<file path="src/rtl/register_file_32_pkg.sv">
// rtl/register_file_32_pkg.sv - shared types and constants for register_file_32
package register_file_32_pkg;

  localparam int DATA_WIDTH = 32;
  localparam int ADDR_WIDTH = 5;
  localparam int NUM_REGS   = 2 ** ADDR_WIDTH;
  localparam int LAST_REG   = NUM_REGS - 1;
  localparam int ZERO_REG   = 0;

  typedef enum logic {
    CLEAR = 1'b0,
    RUN   = 1'b1
  } rf_state_t;

endpackage

</file>
<file path="src/rtl/register_file_32_clear_seq.sv">
// rtl/register_file_32_clear_seq.sv - post-reset sweep that zeroes registers 1..LAST
module rf_clear_sequencer #(
  parameter int PTR_WIDTH = register_file_32_pkg::ADDR_WIDTH
) (
  input  logic                 clk,
  input  logic                 reset,
  output logic                 busy,
  output logic                 clrEn,
  output logic [PTR_WIDTH-1:0] clrAddr
);
  import register_file_32_pkg::*;

  rf_state_t            r_state;
  logic [PTR_WIDTH-1:0] r_ptr;
  rf_state_t            w_next_state;
  logic [PTR_WIDTH-1:0] w_next_ptr;

  // State and sweep pointer; reset always restarts the sweep at register 1.
  always_ff @(posedge clk) begin
    if (reset) begin
      r_state <= CLEAR;
      r_ptr   <= PTR_WIDTH'(1);
    end else begin
      r_state <= w_next_state;
      r_ptr   <= w_next_ptr;
    end
  end

  // Next state and sweep outputs; the last index holds rather than wrapping.
  always_comb begin
    w_next_state = r_state;
    w_next_ptr   = r_ptr;
    clrEn        = 1'b0;
    busy         = reset;
    clrAddr      = r_ptr;
    case (r_state)
      CLEAR: begin
        busy  = 1'b1;
        clrEn = ~reset;
        if (r_ptr == {PTR_WIDTH{1'b1}}) begin
          w_next_state = RUN;
        end else begin
          w_next_ptr = r_ptr + PTR_WIDTH'(1);
        end
      end
      RUN: begin
        w_next_state = RUN;
      end
      default: begin
        w_next_state = CLEAR;
      end
    endcase
  end

endmodule

</file>
<file path="src/rtl/register_file_32.sv">
// rtl/register_file_32.sv - 2R1W register file with zero register and post-reset clear (option RF_WRITE_BYPASS_EN)
module register_file_32 #(
  parameter int DATA_WIDTH = register_file_32_pkg::DATA_WIDTH,
  parameter int ADDR_WIDTH = register_file_32_pkg::ADDR_WIDTH
) (
  input  logic                  clk,
  input  logic                  reset,
  input  logic [ADDR_WIDTH-1:0] readReg1,
  input  logic [ADDR_WIDTH-1:0] readReg2,
  output logic [DATA_WIDTH-1:0] readData1,
  output logic [DATA_WIDTH-1:0] readData2,
  input  logic [ADDR_WIDTH-1:0] writeReg,
  input  logic [DATA_WIDTH-1:0] writeData,
  input  logic                  regWrite,
  output logic                  busy
);
  import register_file_32_pkg::*;

  localparam int L_NUM_REGS = 2 ** ADDR_WIDTH;
  localparam logic [ADDR_WIDTH-1:0] L_ZERO = ADDR_WIDTH'(ZERO_REG);

  logic [DATA_WIDTH-1:0] r_mem [L_NUM_REGS];
  logic                  w_clr_en;
  logic [ADDR_WIDTH-1:0] w_clr_addr;
  logic                  w_user_we;

  rf_clear_sequencer #(
    .PTR_WIDTH (ADDR_WIDTH)
  ) u_clear_seq (
    .clk     (clk),
    .reset   (reset),
    .busy    (busy),
    .clrEn   (w_clr_en),
    .clrAddr (w_clr_addr)
  );

  assign w_user_we = ~busy & regWrite & (writeReg != L_ZERO);

  // Single write port shared between the clear sweep and the core; reset blocks both.
  always_ff @(posedge clk) begin
    if (!reset) begin
      if (w_clr_en) begin
        r_mem[w_clr_addr] <= '0;
      end else if (w_user_we) begin
        r_mem[writeReg] <= writeData;
      end
    end
  end

  // Zero-latency reads; register 0 and the whole array read as zero while busy.
  always_comb begin
    readData1 = '0;
    readData2 = '0;
    if (!busy && readReg1 != L_ZERO) begin
      readData1 = r_mem[readReg1];
`ifdef RF_WRITE_BYPASS_EN
      if (w_user_we && writeReg == readReg1) begin
        readData1 = writeData;
      end
`endif
    end
    if (!busy && readReg2 != L_ZERO) begin
      readData2 = r_mem[readReg2];
`ifdef RF_WRITE_BYPASS_EN
      if (w_user_we && writeReg == readReg2) begin
        readData2 = writeData;
      end
`endif
    end
  end

endmodule

</file>
<file path="config.mk">
export PLATFORM = sky130hd
export DESIGN_NAME = register_file_32
export DESIGN_NICKNAME = d
export VERILOG_FILES = /design/src/rtl/register_file_32_pkg.sv /design/src/rtl/register_file_32_clear_seq.sv /design/src/rtl/register_file_32.sv
export SDC_FILE = /design/constraint.sdc
export NUM_CORES = 1
export LEC_CHECK = 0
export CORE_AREA = 3 3 282 284
export CTS_CLUSTER_DIAMETER = 60
export DETAILED_ROUTE_END_ITERATION = 12
export DIE_AREA = 0 0 285 287
export GPL_TIMING_DRIVEN = 0
export PLACE_DENSITY_LB_ADDON = 0.1
export SLEW_MARGIN = 25
export SYNTH_ARGS = -nofsm -noshare
export SYNTH_HDL_FRONTEND = slang
export SYNTH_SLANG_ARGS = --single-unit
</file>
<file path="constraint.sdc">
create_clock -name clk -period 7 [get_ports clk]
set_input_delay 1.05 -clock clk [delete_from_list [all_inputs] [get_ports clk]]
set_output_delay 1.05 -clock clk [all_outputs]
set_load 0.05 [all_outputs]
</file>
Word level (Yosys, flattened, before mapping) --
Memory sizes are Yosys's and may differ from the RTL's. Index checks and enable logic that the tools add are counted.
Operators by class: equal/unequal tests 1, $add $sub $neg 1, bitwise logic cells 6, reduce and logical (&&, ||, !) cells 8, mux-type cells 16
Operator list (number):
- $mux 32 | 3
- $reduce_or 32->1 | 1
- $reduce_bool 5->1 | 3
- $mux 1 | 11
- $add 5x1->5 const B | 1
- $eq 5x5->1 const B | 1
- $mux 5 | 1
- $not 1->1 | 4
- $and 1x1->1 | 2
- $logic_and 1x1->1 | 2
- $pmux 1 s2 | 1
- $reduce_and 2->1 | 1
- $logic_not 1->1 | 1
Storage, ports and cells: memories kept 1, output and inout bits 65, RAM bits 1024, register bits after elaboration 6
Memories:
- r_mem | depth 32, width 32, read ports 2, clocked after memory_dff 0, write ports 1, RTL line register_file_32.sv:22 | logic [DATA_WIDTH-1:0] r_mem [L_NUM_REGS];

Depth between registers and ports, before layout --
Gate-level depths: netlist of the first run.
depth in word-level cells 10, mapped depth 9, depth with buffers taken out 7

Modules after synthesis --
Synthesis of the first run repeated with hierarchy kept, for this count alone.
Second synthesis, totals: cells, all modules 2389, area total of the unflattened synthesis 47922.2 um^2
By module, submodules not included:
- register_file_32 | area an instance 47650.7 um^2, seq. area each 30749.5 um^2, cells each 2360, instances 1
- rf_clear_sequencer | area an instance 271.5 um^2, seq. area each 120.1 um^2, cells each 29, instances 1

Least setup slack after synthesis of the first run --
Ideal clock, no wire load.
path type input-to-reg, start point input writeReg[4], end point memory r_mem[15][0] (enable), stages 5, arrival time 5.062 ns, path slack 1.437 ns, setup time 0.501 ns, path through nor3_1 > a21o_1 > buf_2 > a21boi_1 > nor4_1
On the way: cells in the longest elaborated chain, start to end 8
Ends and longest elaborated chain:
- from (decl) | RTL line register_file_32.sv:12 | input logic [ADDR_WIDTH-1:0] writeReg,
- $reduce_bool 5->1 | RTL line register_file_32.sv:37 | assign w_user_we = ~busy & regWrite & (writeReg != L_ZERO);
- $and 1x1->1 | RTL line register_file_32.sv:37
- $mux 1 | RTL line register_file_32.sv:44 | end else if (w_user_we) begin
- $mux 1 | RTL line register_file_32.sv:42 | if (w_clr_en) begin
- $mux 1 | RTL line register_file_32.sv:41 | if (!reset) begin
- $mux 1 (implied by the code) | RTL line register_file_32.sv:45 | r_mem[writeReg] <= writeData;
- $reduce_or 32->1 (no line)
- $mux 5 (no line) or $mux 1 (tied branches)
- to (decl) | RTL line register_file_32.sv:22
Parallel ways exist; a longest one is shown, timed or not.

Worst setup path after layout of the first run --
start point input readReg1[1], end point output readData1[1]
On the way: cells in the longest elaborated chain, start to end 3
Ends and longest elaborated chain:
- from (decl) | RTL line register_file_32.sv:8 | input logic [ADDR_WIDTH-1:0] readReg1,
- branches (longest 2 deep; another with $mem_v2 32x32)
- $mux 32 (*) | RTL line register_file_32.sv:54 | if (!busy && readReg1 != L_ZERO) begin
- to (decl) | RTL line register_file_32.sv:10 | output logic [DATA_WIDTH-1:0] readData1,
Mark *: on every way between the ends.

==> results of run 1 <==
cells in the final DEF, fill, tap and decap left out, types with 28 or more instances in the layout:
| cell type | Yosys | final |
|---|---|---|
| a211oi_1 | 32 | 32 |
| a22o_1 | 62 | 62 |
| and2_2 | 0 | 30 |
| buf_2 | 50 | 69 |
| buf_4 | 14 | 82 |
| clkbuf_1 | 87 | 95 |
| clkbuf_16 | 0 | 108 |
| clkdlybuf4s50_1 | 0 | 108 |
| clkinv_1 | 0 | 28 |
| edfxtp_1 | 1024 | 1024 |
| mux2i_1 | 255 | 255 |
| mux4_2 | 449 | 449 |
| nor3_1 | 47 | 35 |
| o221ai_1 | 63 | 63 |
| o22a_1 | 33 | 33 |
| o22ai_1 | 32 | 32 |
area by class of cell:
class                      instances  area, sq um  share of cell area
multi-input combinational       1134        16200               0.293
clock buffer                     128         2780              0.0503
antenna                            1         2.50           0.0000453
tap                             1040         1300              0.0236
buffer                           196         1040              0.0188
sequential                      1030        30900               0.559
clock inverter                    64          402             0.00727
timing repair buffer             231         2620              0.0474
inverter                           6         22.5            0.000408
flip-flops by register name, indices dropped and copies added, names as in the netlist:
name / count
r_mem: 1024
u_clear_seq.r_state: 1
u_clear_seq.clrAddr: 5
final timing paths:
kind | start | end | cells after the start
setup reg to reg | u_clear_seq.r_state | r_mem[14][29] | 9
hold reg to reg | u_clear_seq.clrAddr[1] | u_clear_seq.clrAddr[1] | 2
hold / removal | u_clear_seq.clrAddr[1] | u_clear_seq.clrAddr[1] | 2
setup / recovery | readReg1[1] | readData1[1] | 9
metal layers:
metal,part of all wire,global-route usage,routed length (um),up-vias
met4,0.067,0.215,10600,4
met3,0.15,0.117,23500,466
met1,0.34,0.532,54000,15369
met2,0.44,0.571,69700,2810
met5,0.00013,0,20,-
li1,-,-,-,11113
stage by stage:
step / total power (W) / util / TNS (ps)
final: 0.0130 / 0.714 / 0
after global routing: 0.0133 / 0.714 / 0
after CTS: 0.0130 / 0.713 / 0
after detailed placement: 0.00781 / 0.672 / 0
after global placement: 0.00778 / 0.649 / -884310
after floorplan: 0.00745 / - / 0
cell families (layout without fill, tap and decap cells):
kind of cell / after synthesis / in the layout
AO/OA/AOI/OAI: 278 / 278
adder cells (fa/ha/maj): 2 / 2
flip-flops: 1030 / 1030
buffers and inverters: 202 / 625
multiplexers: 704 / 704
other: 0 / 1
XOR/XNOR: 3 / 3
AND/OR/NAND/NOR: 147 / 147
critical path, delay by kind of cell:
| family | cells | cell delay, ps |
|---|---|---|
| simple gates | 2 | 970 |
| buf+inv | 5 | 3300 |
| compound gates | 2 | 420 |
where the power goes:
| group | internal (W) | switching, W |
|---|---|---|
| combinational | 0.000373 | 0.000564 |
| sequential | 0.00674 | 0.0000301 |
| clock | 0.00289 | 0.00241 |
| total | 0.0100 | 0.00300 |
==> impl_metrics.prom, run 1 <==
# TYPE chip_impl_metric gauge
chip_impl_info{name="outcome",value="complete, no violations"} 1
chip_impl_metric{name="drt_iter0_drc",unit=""} 4820
chip_impl_metric{name="share_of_cell_area_taken_by_muxes_after_synthesis",unit=""} 0.265
chip_impl_metric{name="post_cts.resized_instances",unit=""} 0
chip_impl_metric{name="num_vias",unit=""} 29762
chip_impl_metric{name="worst_slew_margin_rel",unit=""} 0.214
chip_impl_metric{name="synthToLayoutAreaGrowth",unit="%"} 15.4
chip_impl_metric{name="place_worst_setup_slack",unit="ps"} 498
chip_impl_metric{name="setup-violations-final",unit=""} 0
chip_impl_metric{name="seq_area_frac_synth",unit=""} 0.645
chip_impl_metric{name="irDropWorstVdd",unit="V"} 0.000218
chip_impl_metric{name="placed_area",unit="sq um"} 52000
chip_impl_metric{name="start_util",unit=""} 0.619
chip_impl_metric{name="worst_ep_required_time",unit="ps"} 5950
chip_impl_metric{name="total_leakage_power",unit="nW"} 16.3
chip_impl_metric{name="clk-insertion-delay-late",unit="ps"} 690
chip_impl_info{name="root_buffer",value="clkbuf_16"} 1
chip_impl_metric{name="core_area",unit="sq um"} 77300
chip_impl_metric{name="cts_max_level",unit=""} 3
chip_impl_metric{name="synthAdderAreaFrac",unit=""} 0.000523
chip_impl_metric{name="fin_hold_ws",unit="ps"} 595
chip_impl_metric{name="tightest_slew",unit="ps"} 1180
chip_impl_info{name="synth_top_flop_cell",value="edfxtp_1"} 1
chip_impl_metric{name="wl_cell",unit="um"} 41.2
chip_impl_metric{name="antenna_violations_before_repair",unit=""} 6
chip_impl_metric{name="postSynthRegisterBits",unit=""} 1030
chip_impl_info{name="worstPathCellList",value="clkdlybuf4s50_1, buf_2, and2_1, clkbuf_1, clkbuf_1, a22o_1, a2111oi_2, nor3_1, clkdlybuf4s50_1"} 1
chip_impl_info{name="start_kind",value="input port"} 1
chip_impl_metric{name="clock-sinks",unit=""} 1030
chip_impl_metric{name="cts_made_buffers",unit=""} 106
chip_impl_metric{name="postLayoutSetupSlackWorst",unit="ps"} 197
chip_impl_info{name="critical-path-slowest-cell",value="clkdlybuf4s50_1"} 1
chip_impl_info{name="end_kind",value="primary output"} 1
chip_impl_info{name="synth_top_family_by_area",value="multiplexers"} 1
chip_impl_metric{name="syn-mean-instance-area",unit="sq um"} 20.2
chip_impl_info{name="cts_tree",value="done"} 1
chip_impl_info{name="netlist_top_cells_area",value="edfxtp_1 64%, mux4_2 21%, mux2i_1 5.3%"} 1
chip_impl_metric{name="post-route-period-util",unit=""} 0.972
chip_impl_metric{name="final_net_count",unit=""} 2757
chip_impl_metric{name="setup.reg_to_reg.worst_slack",unit="ps"} 3650
chip_impl_metric{name="synth.distinct_cells",unit=""} 56
chip_impl_metric{name="io_buffer_count",unit=""} 108
chip_impl_metric{name="syn-instance-count",unit=""} 2366
chip_impl_info{name="yosys-top-cells-count",value="1024 x edfxtp_1, 449 x mux4_2, 255 x mux2i_1"} 1
chip_impl_metric{name="firstDrtPassIters",unit=""} 6
chip_impl_metric{name="report.final.hold_viol_count",unit=""} 0
chip_impl_metric{name="max_stage_delay",unit="ps"} 950
chip_impl_metric{name="chip_width",unit="um"} 285
chip_impl_info{name="rsz0062_at_grt",value="false"} 1
chip_impl_metric{name="die-height",unit="um"} 287
chip_impl_metric{name="ant_nets",unit=""} 0
chip_impl_metric{name="layout.cells.non_filler",unit=""} 3830
chip_impl_metric{name="total_instance_count_after_detailed_placement",unit=""} 3636
chip_impl_metric{name="postLayoutCellArea",unit="sq um"} 55200
chip_impl_metric{name="die-area",unit="sq um"} 81800
chip_impl_metric{name="worstPathArrival",unit="ps"} 5750
chip_impl_metric{name="grt.total_usage",unit=""} 0.389
chip_impl_metric{name="dpl.hpwl",unit="um"} 110000
chip_impl_metric{name="syn-num-nets",unit=""} 2418
chip_impl_info{name="holdCritPathClass",value="reg2reg"} 1
chip_impl_metric{name="pin_count",unit=""} 115
chip_impl_metric{name="cts_buffer_depth",unit=""} 3
chip_impl_metric{name="route.detailed.vias_per_inst",unit=""} 7.77
chip_impl_metric{name="drive_above_1_share",unit=""} 0.327
chip_impl_metric{name="final.min_clock_period",unit="ps"} 6800
chip_impl_metric{name="cts_setup_buffers",unit=""} 0
chip_impl_info{name="synth.most_common_cell",value="edfxtp_1"} 1
chip_impl_metric{name="grt_remaining_overflow",unit=""} 0
chip_impl_metric{name="place_congestion",unit=""} 0.963
chip_impl_metric{name="detail_route.wirelength",unit="um"} 158000
chip_impl_info{name="crit_type",value="in2out"} 1
chip_impl_metric{name="post_synth_instance_area",unit="sq um"} 47800
chip_impl_metric{name="synth-compound-area-share",unit=""} 0.0508
chip_impl_metric{name="drv.max_cap_violation_count",unit=""} 0
chip_impl_metric{name="yosys.area_share.xor_xnor",unit=""} 0.000549
chip_impl_metric{name="post_synth_and_or_nand_nor_area_fraction",unit=""} 0.0166
chip_impl_metric{name="grt_pass1_vias",unit=""} 29633
chip_impl_metric{name="postCtsHoldBufs",unit=""} 0
chip_impl_metric{name="final.setup_skew",unit="ps"} 26.3
chip_impl_metric{name="grt_max_degree",unit=""} 33
chip_impl_metric{name="drcViolationCount",unit=""} 0
chip_impl_metric{name="count_of_flip_flops_with_a_built_in_enable_after_synthesis",unit=""} 1024
chip_impl_metric{name="fillCellCount",unit=""} 4657
chip_impl_metric{name="async_reset_ff_frac",unit=""} 0
chip_impl_metric{name="yosys_warn_count",unit=""} 0
chip_impl_info{name="synth.largest_area_cell",value="edfxtp_1"} 1
chip_impl_metric{name="crit_fanout",unit=""} 10
chip_impl_metric{name="maxSlewViolCount",unit=""} 0
chip_impl_metric{name="netlist.area_leader.share",unit=""} 0.643
chip_impl_metric{name="wire_length_of_the_first_global_routing_pass",unit="um"} 220000
chip_impl_metric{name="number_of_standard_cell_rows_in_the_floorplan",unit=""} 102
chip_impl_metric{name="power_per_cell_area",unit="nW/um^2"} 236
chip_impl_metric{name="clk_transition_reported_paths",unit="ps"} 60
chip_impl_metric{name="maxClockFrequency",unit="GHz"} 0.147
Power figures use the tool's default switching activity.
==> run 2: changes to the inputs <==
--- a/config.mk
+++ b/config.mk
@@ -5,13 +5,14 @@
 export SDC_FILE = /design/constraint.sdc
 export NUM_CORES = 1
 export LEC_CHECK = 0
+export CAP_MARGIN = 0
 export CORE_AREA = 3 3 282 284
 export CTS_CLUSTER_DIAMETER = 60
 export DETAILED_ROUTE_END_ITERATION = 12
 export DIE_AREA = 0 0 285 287
 export GPL_TIMING_DRIVEN = 0
 export PLACE_DENSITY_LB_ADDON = 0.1
-export SLEW_MARGIN = 25
+export SLEW_MARGIN = 15
 export SYNTH_ARGS = -nofsm -noshare
 export SYNTH_HDL_FRONTEND = slang
 export SYNTH_SLANG_ARGS = --single-unit
==> constraint.sdc (replaced) <==
create_clock -name clk -period 6.45 [get_ports clk]
set_input_delay 0.9675 -clock clk [delete_from_list [all_inputs] [get_ports clk]]
set_output_delay 0.9675 -clock clk [all_outputs]
set_load 0.05 [all_outputs]
==> run 2 against run 1 <==
The flow now finishes with violations (setup timing). Via count is 0.21% lower. Routed wire length is 0.51% higher. Clock power is 18% higher. Worst setup slack worse by 280 ps. Clock skew is 8.3 ps lower. Sequential share of layout area is 0.098 points higher. Register-to-register slack worse by 790 ps. Hold slack worse by 1.9 ps. Final area is 0.17% lower. Critical path depth stayed put. Largest cell class unchanged. Highest routed layer unchanged. Sequential power is 8.6% higher.
==> impl_metrics.prom, run 2 (synthesis gave the netlist of run 1 again) <==
# TYPE chip_impl_metric gauge
chip_impl_metric{name="drv.max_cap_violation_count",unit=""} 0
chip_impl_metric{name="clk-insertion-delay-late",unit="ps"} 680
chip_impl_metric{name="clock-sinks",unit=""} 1030
chip_impl_metric{name="postLayoutCoreUtil",unit=""} 0.713
chip_impl_metric{name="final.setup_skew",unit="ps"} 18.0
chip_impl_metric{name="worst_slew_margin_rel",unit=""} 0.0971
chip_impl_metric{name="postLayoutSetupSlackWorst",unit="ps"} -88.3
chip_impl_metric{name="grt_max_degree",unit=""} 33
chip_impl_info{name="holdCritPathClass",value="reg2reg"} 1
chip_impl_info{name="end_kind",value="primary output"} 1
chip_impl_metric{name="clk_transition_reported_paths",unit="ps"} 60
chip_impl_info{name="layout.cells.most_common",value="edfxtp_1"} 1
chip_impl_metric{name="wl_cell",unit="um"} 41.6
chip_impl_metric{name="number_of_standard_cell_rows_in_the_floorplan",unit=""} 102
chip_impl_info{name="worst_setup_path_endpoint",value="readData1[19]"} 1
chip_impl_metric{name="wire_length_of_the_first_global_routing_pass",unit="um"} 221000
chip_impl_info{name="layout.cells.most_common_list",value="1024 x edfxtp_1, 449 x mux4_2, 255 x mux2i_1, 108 x clkbuf_16, 108 x clkdlybuf4s50_1"} 1
chip_impl_metric{name="placed_area",unit="sq um"} 51600
chip_impl_info{name="cp-startpoint",value="readReg1[3]"} 1
chip_impl_info{name="outcome",value="complete, but fails checks"} 1
chip_impl_metric{name="fillCellCount",unit=""} 4722
chip_impl_metric{name="total_instance_count_after_detailed_placement",unit=""} 3613
chip_impl_metric{name="final_net_count",unit=""} 2735
chip_impl_metric{name="die-area",unit="sq um"} 81800
chip_impl_metric{name="drt_iter0_drc",unit=""} 4817
chip_impl_metric{name="cts_max_level",unit=""} 3
chip_impl_metric{name="cts_setup_buffers",unit=""} 0
chip_impl_metric{name="die-height",unit="um"} 287
chip_impl_metric{name="drcViolationCount",unit=""} 0
chip_impl_metric{name="place_worst_setup_slack",unit="ps"} 70.6
chip_impl_metric{name="irDropWorstVdd",unit="V"} 0.000231
chip_impl_metric{name="postCtsHoldBufs",unit=""} 0
chip_impl_metric{name="chip_width",unit="um"} 285
chip_impl_metric{name="setup.reg_to_reg.worst_slack",unit="ps"} 2860
chip_impl_metric{name="crit_fanout",unit=""} 10
chip_impl_metric{name="detail_route.wirelength",unit="um"} 159000
chip_impl_info{name="crit_type",value="in2out"} 1
chip_impl_metric{name="setup-violations-final",unit=""} 2
chip_impl_metric{name="antenna_violations_before_repair",unit=""} 3
chip_impl_info{name="worstPathCellList",value="clkdlybuf4s50_1, buf_2, nor2b_1, clkbuf_1, clkbuf_1, a22o_1, a2111oi_1, nor3_1, clkdlybuf4s50_1"} 1
chip_impl_info{name="start_kind",value="input port"} 1
chip_impl_metric{name="total_leakage_power",unit="nW"} 16.2
chip_impl_info{name="worstReg2RegEnd",value="r_mem[7][28]"} 1
chip_impl_info{name="largest_register",value="r_mem"} 1
chip_impl_metric{name="maxClockFrequency",unit="GHz"} 0.153
chip_impl_metric{name="dpl.hpwl",unit="um"} 108000
chip_impl_info{name="crit-reg2reg-launch",value="u_clear_seq.r_state"} 1
chip_impl_metric{name="tightest_slew",unit="ps"} 1320
chip_impl_metric{name="max_stage_delay",unit="ps"} 950
chip_impl_metric{name="grt_remaining_overflow",unit=""} 0
chip_impl_metric{name="post-route-period-util",unit=""} 1.01
chip_impl_metric{name="flip_flop_count_of_the_largest_register_after_layout",unit=""} 1024
chip_impl_metric{name="worstPathArrival",unit="ps"} 5570
chip_impl_metric{name="place_congestion",unit=""} 0.963
chip_impl_info{name="cts_tree",value="done"} 1
chip_impl_metric{name="grt_pass1_vias",unit=""} 29665
chip_impl_metric{name="layout.cells.non_filler",unit=""} 3816
chip_impl_metric{name="final.min_clock_period",unit="ps"} 6540
chip_impl_metric{name="grt.total_usage",unit=""} 0.391
chip_impl_metric{name="worst_ep_required_time",unit="ps"} 5480
chip_impl_metric{name="route.detailed.vias_per_inst",unit=""} 7.78
chip_impl_info{name="critical-path-slowest-cell",value="clkdlybuf4s50_1"} 1
chip_impl_metric{name="core_area",unit="sq um"} 77300
chip_impl_metric{name="synthToLayoutAreaGrowth",unit="%"} 15.2
chip_impl_info{name="root_buffer",value="clkbuf_16"} 1
chip_impl_metric{name="power_per_cell_area",unit="nW/um^2"} 265
chip_impl_metric{name="start_util",unit=""} 0.619
chip_impl_metric{name="num_vias",unit=""} 29700
chip_impl_info{name="violations_in_the_final_reports",value="setup timing"} 1
chip_impl_metric{name="cts_made_buffers",unit=""} 106
chip_impl_metric{name="report.final.hold_viol_count",unit=""} 0
chip_impl_metric{name="maxSlewViolCount",unit=""} 0
chip_impl_metric{name="io_buffer_count",unit=""} 108
chip_impl_metric{name="ant_nets",unit=""} 0
chip_impl_metric{name="postLayoutCellArea",unit="sq um"} 55100
chip_impl_metric{name="fin_hold_ws",unit="ps"} 593
chip_impl_info{name="rsz0062_at_grt",value="false"} 1
chip_impl_metric{name="pin_count",unit=""} 115
chip_impl_metric{name="post_cts.resized_instances",unit=""} 0
chip_impl_metric{name="worst-r2r-cell-count",unit=""} 7
chip_impl_metric{name="drive_above_1_share",unit=""} 0.317
chip_impl_metric{name="cts_buffer_depth",unit=""} 3
chip_impl_metric{name="firstDrtPassIters",unit=""} 5
[run 2: cell types whose count changed in the layout (fill, tap and decap cells not counted), sizes merged]
cell    before  now
inv          9   12
clkinv      55   43
buf        230  209
clkbuf     217  220
diode        1    3
bufinv       2   13
[run 2: report_power, final]
group,internal [W],switching (W)
combinational,0.000398,0.000612
sequential,0.00732,0.0000328
clock,0.00362,0.00264
total,0.0113,0.00329
[run 2: worst max-delay path, delay by kind of cell]
kind,cells,cell delay (ps)
AND/OR/NAND/NOR,2,930
buffers and inverters,5,3320
AO/OA/AOI/OAI,2,320
[run 2: cell type report]
type / instances / area (sq um) / area share
Multi-Input combinational cell: 1134 / 16200 / 0.294
Tap cell: 1040 / 1300 / 0.0236
Clock buffer: 132 / 2810 / 0.0510
Sequential cell: 1030 / 30900 / 0.560
Inverter: 6 / 22.5 / 0.000408
Timing Repair Buffer: 209 / 2220 / 0.0403
Antenna cell: 3 / 7.51 / 0.000136
Clock inverter: 66 / 693 / 0.0126
Buffer: 196 / 1020 / 0.0186
[run 2: through the flow]
step / power (W) / TNS (ps)
after floorplan: 0.00809 / 0
after global placement: 0.00844 / -1193930
after detailed placement: 0.00847 / 0
after CTS: 0.0146 / 0
after global routing: 0.0149 / 0
final: 0.0146 / -123
[run 2: how the worst min path moves through the flow]
stage                                      start                     end  slack [ps]  depth (start not counted)
after floorplan           u_clear_seq.clrAddr[1]  u_clear_seq.clrAddr[1]         520                          2
after global placement    u_clear_seq.clrAddr[1]  u_clear_seq.clrAddr[1]         560                          2
after detailed placement  u_clear_seq.clrAddr[1]  u_clear_seq.clrAddr[1]         580                          2
after CTS                 u_clear_seq.clrAddr[1]  u_clear_seq.clrAddr[1]         590                          2
after global routing      u_clear_seq.clrAddr[1]  u_clear_seq.clrAddr[1]         640                          2
final                     u_clear_seq.clrAddr[1]  u_clear_seq.clrAddr[1]         590                          2
[run 2: per-layer routing]
layer  vias up  GRT usage  share of wire
met5         -          0       0.000082
met4         2      0.224          0.067
met3       499      0.116           0.15
met2      2771      0.571           0.44
met1     15344      0.534           0.34
li1      11084          -              -
